$ cat config.mk
export PLATFORM = sky130hd
export DESIGN_NAME = hls_accel_launcher
export DESIGN_NICKNAME = d
export VERILOG_FILES = /design/src/rtl/hls_accel_launcher.sv
export SDC_FILE = /design/constraint.sdc
export NUM_CORES = 1
export LEC_CHECK = 0
export CORE_MARGIN = 4
export CORE_UTILIZATION = 46
export DETAILED_ROUTE_END_ITERATION = 12
export PLACE_DENSITY = 0.77
export REMOVE_ABC_BUFFERS = 1
export SYNTH_ARGS = -nofsm -noshare
export SYNTH_HDL_FRONTEND = slang
export SYNTH_SLANG_ARGS = --single-unit
$ cat constraint.sdc
create_clock -name clock -period 2.2 [get_ports clock]
set_clock_uncertainty 0.05 [all_clocks]
set_input_delay 0.44 -clock clock [delete_from_list [all_inputs] [get_ports clock]]
set_output_delay 0.44 -clock clock [all_outputs]
set_load 0.05 [all_outputs]
$ cat src/rtl/hls_accel_launcher.sv
// hls_accel_launcher: preloads a Bambu accelerator's memory over its slave RAM port,
// pulses start_port, times the run until done_port, reads results back and streams them
// out. Optional macro LAUNCHER_CHECKSUM_EN adds a running XOR of delivered result words.
module hls_accel_launcher #(
    parameter int unsigned ADDR_W     = 14,
    parameter int unsigned DATA_W     = 8,
    parameter int unsigned CNT_W      = 16,
    parameter int unsigned CYC_W      = 32,
    parameter int unsigned MAX_CYCLES = 200000000,
    parameter int unsigned RD_TIMEOUT = 16
) (
    input  logic              clock,
    input  logic              reset,
    input  logic              cfg_go,
    input  logic [ADDR_W-1:0] cfg_wr_base,
    input  logic [ADDR_W-1:0] cfg_rd_base,
    input  logic [CNT_W-1:0]  cfg_wr_count,
    input  logic [CNT_W-1:0]  cfg_rd_count,
    input  logic              in_valid,
    output logic              in_ready,
    input  logic [DATA_W-1:0] in_data,
    output logic              S_oe_ram,
    output logic              S_we_ram,
    output logic [ADDR_W-1:0] S_addr_ram,
    output logic [DATA_W-1:0] S_Wdata_ram,
    output logic [7:0]        S_data_ram_size,
    output logic              start_port,
    input  logic              done_port,
    input  logic [DATA_W-1:0] Sout_Rdata_ram,
    input  logic              Sout_DataRdy,
    output logic              out_valid,
    input  logic              out_ready,
    output logic [DATA_W-1:0] out_data,
    output logic              busy,
    output logic              finished,
    output logic [CYC_W-1:0]  cyc_count,
    output logic [1:0]        err
`ifdef LAUNCHER_CHECKSUM_EN
    , output logic [DATA_W-1:0] checksum
`endif
);

    localparam int unsigned WAIT_W = $clog2(RD_TIMEOUT + 1);
    localparam logic [ADDR_W-1:0] BYTES = ADDR_W'(DATA_W / 8);

    typedef enum logic [2:0] {
        StIdle, StLoad, StStart, StRun, StRdReq, StRdWait, StDrain, StFin
    } state_e;

    state_e            state_q, state_d;
    logic [ADDR_W-1:0] wr_addr_q, wr_addr_d, rd_addr_q, rd_addr_d;
    logic [CNT_W-1:0]  wr_left_q, wr_left_d, rd_left_q, rd_left_d;
    logic [WAIT_W-1:0] wait_q, wait_d;
    logic [DATA_W-1:0] data_q, data_d;
    logic [CYC_W-1:0]  cyc_q, cyc_d;
    logic [1:0]        err_q, err_d;
`ifdef LAUNCHER_CHECKSUM_EN
    logic [DATA_W-1:0] chk_q, chk_d;
`endif

    // State and job registers; reset abandons any job in flight.
    always_ff @(posedge clock or negedge reset) begin
        if (!reset) begin
            state_q   <= StIdle;
            wr_addr_q <= '0;
            rd_addr_q <= '0;
            wr_left_q <= '0;
            rd_left_q <= '0;
            wait_q    <= '0;
            data_q    <= '0;
            cyc_q     <= '0;
            err_q     <= '0;
`ifdef LAUNCHER_CHECKSUM_EN
            chk_q     <= '0;
`endif
        end else begin
            state_q   <= state_d;
            wr_addr_q <= wr_addr_d;
            rd_addr_q <= rd_addr_d;
            wr_left_q <= wr_left_d;
            rd_left_q <= rd_left_d;
            wait_q    <= wait_d;
            data_q    <= data_d;
            cyc_q     <= cyc_d;
            err_q     <= err_d;
`ifdef LAUNCHER_CHECKSUM_EN
            chk_q     <= chk_d;
`endif
        end
    end

    // Next-state logic and slave/stream outputs.
    always_comb begin
        state_d     = state_q;
        wr_addr_d   = wr_addr_q;
        rd_addr_d   = rd_addr_q;
        wr_left_d   = wr_left_q;
        rd_left_d   = rd_left_q;
        wait_d      = wait_q;
        data_d      = data_q;
        cyc_d       = cyc_q;
        err_d       = err_q;
`ifdef LAUNCHER_CHECKSUM_EN
        chk_d       = chk_q;
`endif
        in_ready    = 1'b0;
        S_we_ram    = 1'b0;
        S_oe_ram    = 1'b0;
        S_addr_ram  = '0;
        S_Wdata_ram = '0;
        start_port  = 1'b0;
        out_valid   = 1'b0;
        out_data    = '0;
        finished    = 1'b0;
        unique case (state_q)
            StIdle: begin
                if (cfg_go) begin
                    wr_addr_d = cfg_wr_base;
                    rd_addr_d = cfg_rd_base;
                    wr_left_d = cfg_wr_count;
                    rd_left_d = cfg_rd_count;
                    cyc_d     = '0;
                    err_d     = '0;
`ifdef LAUNCHER_CHECKSUM_EN
                    chk_d     = '0;
`endif
                    state_d   = (cfg_wr_count == '0) ? StStart : StLoad;
                end
            end
            StLoad: begin
                in_ready = 1'b1;
                if (in_valid) begin
                    // Slave takes one write per cycle, so the handshake is the write.
                    S_we_ram    = 1'b1;
                    S_addr_ram  = wr_addr_q;
                    S_Wdata_ram = in_data;
                    wr_addr_d   = wr_addr_q + BYTES;
                    wr_left_d   = wr_left_q - 1'b1;
                    if (wr_left_q == CNT_W'(1)) state_d = StStart;
                end
            end
            StStart: begin
                start_port = 1'b1;
                cyc_d      = CYC_W'(1);
                if (done_port) state_d = (rd_left_q == '0) ? StFin : StRdReq;
                else           state_d = StRun;
            end
            StRun: begin
                cyc_d = cyc_q + 1'b1;
                // done_port wins over a timeout landing on the same cycle.
                if (done_port) begin
                    state_d = (rd_left_q == '0) ? StFin : StRdReq;
                end else if (cyc_d >= CYC_W'(MAX_CYCLES)) begin
                    err_d[0] = 1'b1;
                    state_d  = StFin;
                end
            end
            StRdReq: begin
                S_oe_ram   = 1'b1;
                S_addr_ram = rd_addr_q;
                rd_addr_d  = rd_addr_q + BYTES;
                wait_d     = '0;
                if (Sout_DataRdy) begin
                    data_d  = Sout_Rdata_ram;
                    state_d = StDrain;
                end else begin
                    state_d = StRdWait;
                end
            end
            StRdWait: begin
                if (Sout_DataRdy) begin
                    data_d  = Sout_Rdata_ram;
                    state_d = StDrain;
                end else begin
                    wait_d = wait_q + 1'b1;
                    if (wait_d == WAIT_W'(RD_TIMEOUT)) begin
                        err_d[1] = 1'b1;
                        state_d  = StFin;
                    end
                end
            end
            StDrain: begin
                out_valid = 1'b1;
                out_data  = data_q;
                if (out_ready) begin
`ifdef LAUNCHER_CHECKSUM_EN
                    chk_d = chk_q ^ data_q;
`endif
                    rd_left_d = rd_left_q - 1'b1;
                    state_d   = (rd_left_q == CNT_W'(1)) ? StFin : StRdReq;
                end
            end
            StFin: begin
                finished = 1'b1;
                state_d  = StIdle;
            end
            default: state_d = StIdle;
        endcase
    end

    // Status outputs.
    assign S_data_ram_size = (S_oe_ram || S_we_ram) ? 8'(DATA_W) : 8'd0;
    assign busy            = (state_q != StIdle);
    assign cyc_count       = cyc_q;
    assign err             = err_q;
`ifdef LAUNCHER_CHECKSUM_EN
    assign checksum        = chk_q;
`endif

endmodule

==> results.md <==
- Outcome: finished with violations
- Failing checks: setup timing
- FF/Latch Area: 2760 um^2
- Hold Crit Start: err[0]$_DFFE_PN0P_
- Primary FF master, synth: dfrtp_1
- Final setup vio count: 6
- Post-synth EDFFs: 0
- Reg2Reg Depth: 8
- Critical R2R Launch: rd_left_q[10]$_DFFE_PN0P_
- Fmax: 446 MHz
- Core Box Area: around 15000 um^2
- Worst reg-to-reg setup slack: 0 ns
- Commonest non-fill, non-tap cell in the layout: o21ai_0
- Via Count: approximately 7700
- Worst Tran Pin Value: roughly 0.63 ns
- P&R area growth vs syn: 53.8%
- Vias in the first global route: about 7400
- Startpoint Class: flop
- Clock power frac: 15.2%
- Initial antenna violation count: 0
- I/O Pins: around 160
- Post-Synth Simple-Gate Area: 25.5%
- Max-slew violation count: 0
- Max-cap violations: 0
- Initial core utilization: 47.7%
- Critical Setup Path Class: reg2out
- Post-synthesis mux area share: roughly 1.6%
- Net Sw Frac: a little over two fifths
- Commonest non-fill, non-tap cells in the layout: o21ai_0, dfrtp_1, buf_4
- Worst Hold Class: reg2reg
- Peak VDD IR: ~0.00054 V
- Relative slew slack: between 50% and 60%
- Root buffer cell: clkbuf_16
- R2R Path End: state_q[1]$_DFFE_PN0P_
- CTS tree: done
- Post-synthesis cell count: about 900
- Largest family of logic cells by synthesized area: simple AND/OR/NAND/NOR gates
- Final min period: approximately 2.2 ns
- Post-DR wirelength/cell: 17.7 um
- Largest net degree at the start of global routing: 44
- Ys Warns: 0
- Clk Latency, worst-skew pair: around 0.36 ns
- Power per cell area: around 1100 nW/um^2
- Hold Path End: err[0]$_DFFE_PN0P_
- Final net count: about 1200
- RSZ-0062 raised after global routing: true
- Drt initial violations: 783
- Die Y: 131 um
- ANT cells: 0
- CP arrival: between 1.5 and 2 ns
- Drt via density: 5.93
- Multi-input gate area: around 4300 um^2
- CTS Buf Count: 9
- Detailed Place HPWL: between 15 and 20 mm
- Pleak: 4.84 nW
- CP endpoint kind: primary output
- Post-route ant nets: 0
- Total global-route track usage: between 20 and 30%
- Clk slew on worst S/H paths: approximately 0.07 ns
- Asr flop ratio synth: 100%
- DRT Pass-1 Iters: 6
- Int Pwr: 6.93 mW
- Mapped cell area: 7010 um^2
- Synth Area in Compound Gates: about a quarter
- Number of H-tree levels: 3
- Combinational fraction of design power: a little under three fifths
- Gr ovfl total: 0
- Final RePlAce weighted congestion: 0.879
- Adder-cell area share of the yosys netlist: 1.61%
- Netlist cell types: 69
- Largest fanout on the critical path: 6
- Final wirelength: ~23 mm
- Layout fillers: 1049
- Sequential-to-total area share from yosys stat: between 30 and 40%
- DP Worst Slack: -0.172 ns
- Layout cell share with drive strength beyond 1: about a quarter
- Fin crit share: 102%
- Final hold violation count: 0
- Global-route wire length before repair: 37.0 mm
- Clk sink count: 110
- Hold Path Cell Cnt: 2
- Die area: around 17000 um^2
- Sw Pwr: 5.33 mW
- Row Count: 44
- Die W: 131 um
- Worst EP required: 1.71 ns
- Post-route setup slack: -0.0437 ns
- Drt drc: 0
- FF+latch count, synth: between 100 and 150
- Sequential power share: between 20% and 30%
- Longest Clk Path Bufs: 2
- Post-Syn Area per Cell: approximately 8.0 um^2
- Post-layout power: 12.3 mW
- Synth Area in XOR/XNOR: ~1.3%
- Port buffer count: approximately 150
[power groups by stage]
| stage | Combinational, mW | Clock, mW | Sequential (mW) |
|---|---|---|---|
| final | 6.94 | 1.86 | 3.47 |
| after global routing | 7.46 | 1.96 | 3.55 |
| after CTS | 6.50 | 1.87 | 3.39 |
| after detailed placement | 6.08 | 0 | 3.39 |
| after global placement | 5.96 | 0 | 3.37 |
| after floorplan | 3.32 | 0 | 3.35 |
[synth_stat cells, drive strengths merged (2+ instances only)]
library cell,n,area [um^2]
clkbuf,39,146
nand2,83,312
o211ai,5,42.5
mux2i,2,20.0
a22o,10,87.6
nor3,20,123
and3,22,144
inv,25,93.8
o22ai,14,87.6
and2,24,156
a21o,4,31.3
dfrtp,110,2750
nand4,12,75.1
a32oi,2,17.5
o32ai,3,26.3
ha,9,113
a31o,2,17.5
a22oi,7,52.6
a31oi,12,75.1
o31ai,12,90.1
nand2b,6,37.5
nor4,10,77.6
mux2,8,90.1
nand3,55,280
xnor2,5,43.8
a211oi,5,42.5
nand4b,2,17.5
o41ai,3,33.8
buf,21,156
xor2,5,43.8
o22a,2,17.5
and4,8,81.3
or2,3,18.8
nand3b,2,15.0
or3,7,48.8
a21oi,86,430
o21ai,121,609
nor2,96,363
a311oi,4,35.0
[per-layer routing]
metal	track usage (%)	up-vias	wire (um)
met4	6.48	0	436
met1	32.8	3700	9460
met2	43.9	343	11700
met5	0	-	0
met3	5.28	35	1510
li1	-	3648	-
[worst max-delay path, stage by stage (launching register included)]
cell,delay (ns)
dfrtp_1,0.41
nor2_1,0.14
nand2_2,0.09
inv_2,0.10
nand2_4,0.08
inv_8,0.10
clkbuf_16,0.16
a22o_1,0.17
buf_12,0.15
[sequential cells by signal, indices dropped and copies added, names as in the netlist]
name,count
cyc_count,32
rd_left_q,16
wr_left_q,16
rd_addr_q,14
wr_addr_q,14
data_q,8
wait_q,5
state_q,3
err,2
[final cells by class]
| cell class | instances | share of cell area (%) |
|---|---|---|
| timing repair buffer | 278 | 28.7 |
| clock buffer | 13 | 2.51 |
| inverter | 25 | 0.987 |
| tap | 184 | 2.14 |
| multi-input combinational | 689 | 39.5 |
| sequential | 110 | 25.6 |
| clock inverter | 3 | 0.604 |
[per-stage QoR]
| step | cells | setup TNS [ns] | area (um^2) | hold WS (ns) | util (%) |
|---|---|---|---|---|---|
| final | 1302 | -0.0728 | 10800 | 0.437 | 73.3 |
| after global routing | 1302 | -1.63 | 10800 | 0.489 | 73.3 |
| after CTS | 1286 | -0.0745 | 10300 | 0.446 | 70.3 |
| after detailed placement | 1260 | -1.94 | 9710 | 0.345 | 66.0 |
| after global placement | 1260 | -0.577 | 9710 | 0.348 | 66.0 |
| after floorplan | 824 | -116.16 | 6730 | 0.0944 | - |
[timing repair]
item	in CTS	in global routing
setup endpoints to repair	33	67
buffers inserted	7	15
resized for setup	61	77
pin swaps	9	21
gates cloned	2	2
endpoints found under the hold margin	26	0
hold buffers	1	0
[worst max-delay path by stage]
stage / startpoint / to / slack (ns) / depth (start not counted)
final: state_q[2]$_DFFE_PN0P_ / S_addr_ram[1] / -0.04 / 8
after global routing: cyc_count[4]$_DFFE_PN0P_ / state_q[1]$_DFFE_PN0P_ / -0.17 / 9
after CTS: state_q[1]$_DFFE_PN0P_ / S_addr_ram[1] / -0.05 / 7
after detailed placement: cfg_go / rd_left_q[5]$_DFFE_PN0P_ / -0.17 / 5
after global placement: cfg_go / rd_left_q[0]$_DFFE_PN0P_ / -0.11 / 7
after floorplan: state_q[2]$_DFFE_PN0P_ / S_addr_ram[10] / -1.98 / 7
[kinds of logic after synthesis]
| group | count (synthesis) |
|---|---|
| other | 1 |
| XOR/XNOR | 10 |
| AND/OR/NAND/NOR | 355 |
| multiplexers | 10 |
| AO/OA/AOI/OAI | 298 |
| flip-flops | 110 |
| adder cells (fa/ha/maj) | 9 |
| buffers and inverters | 85 |
(Power assumes the default switching activity.)
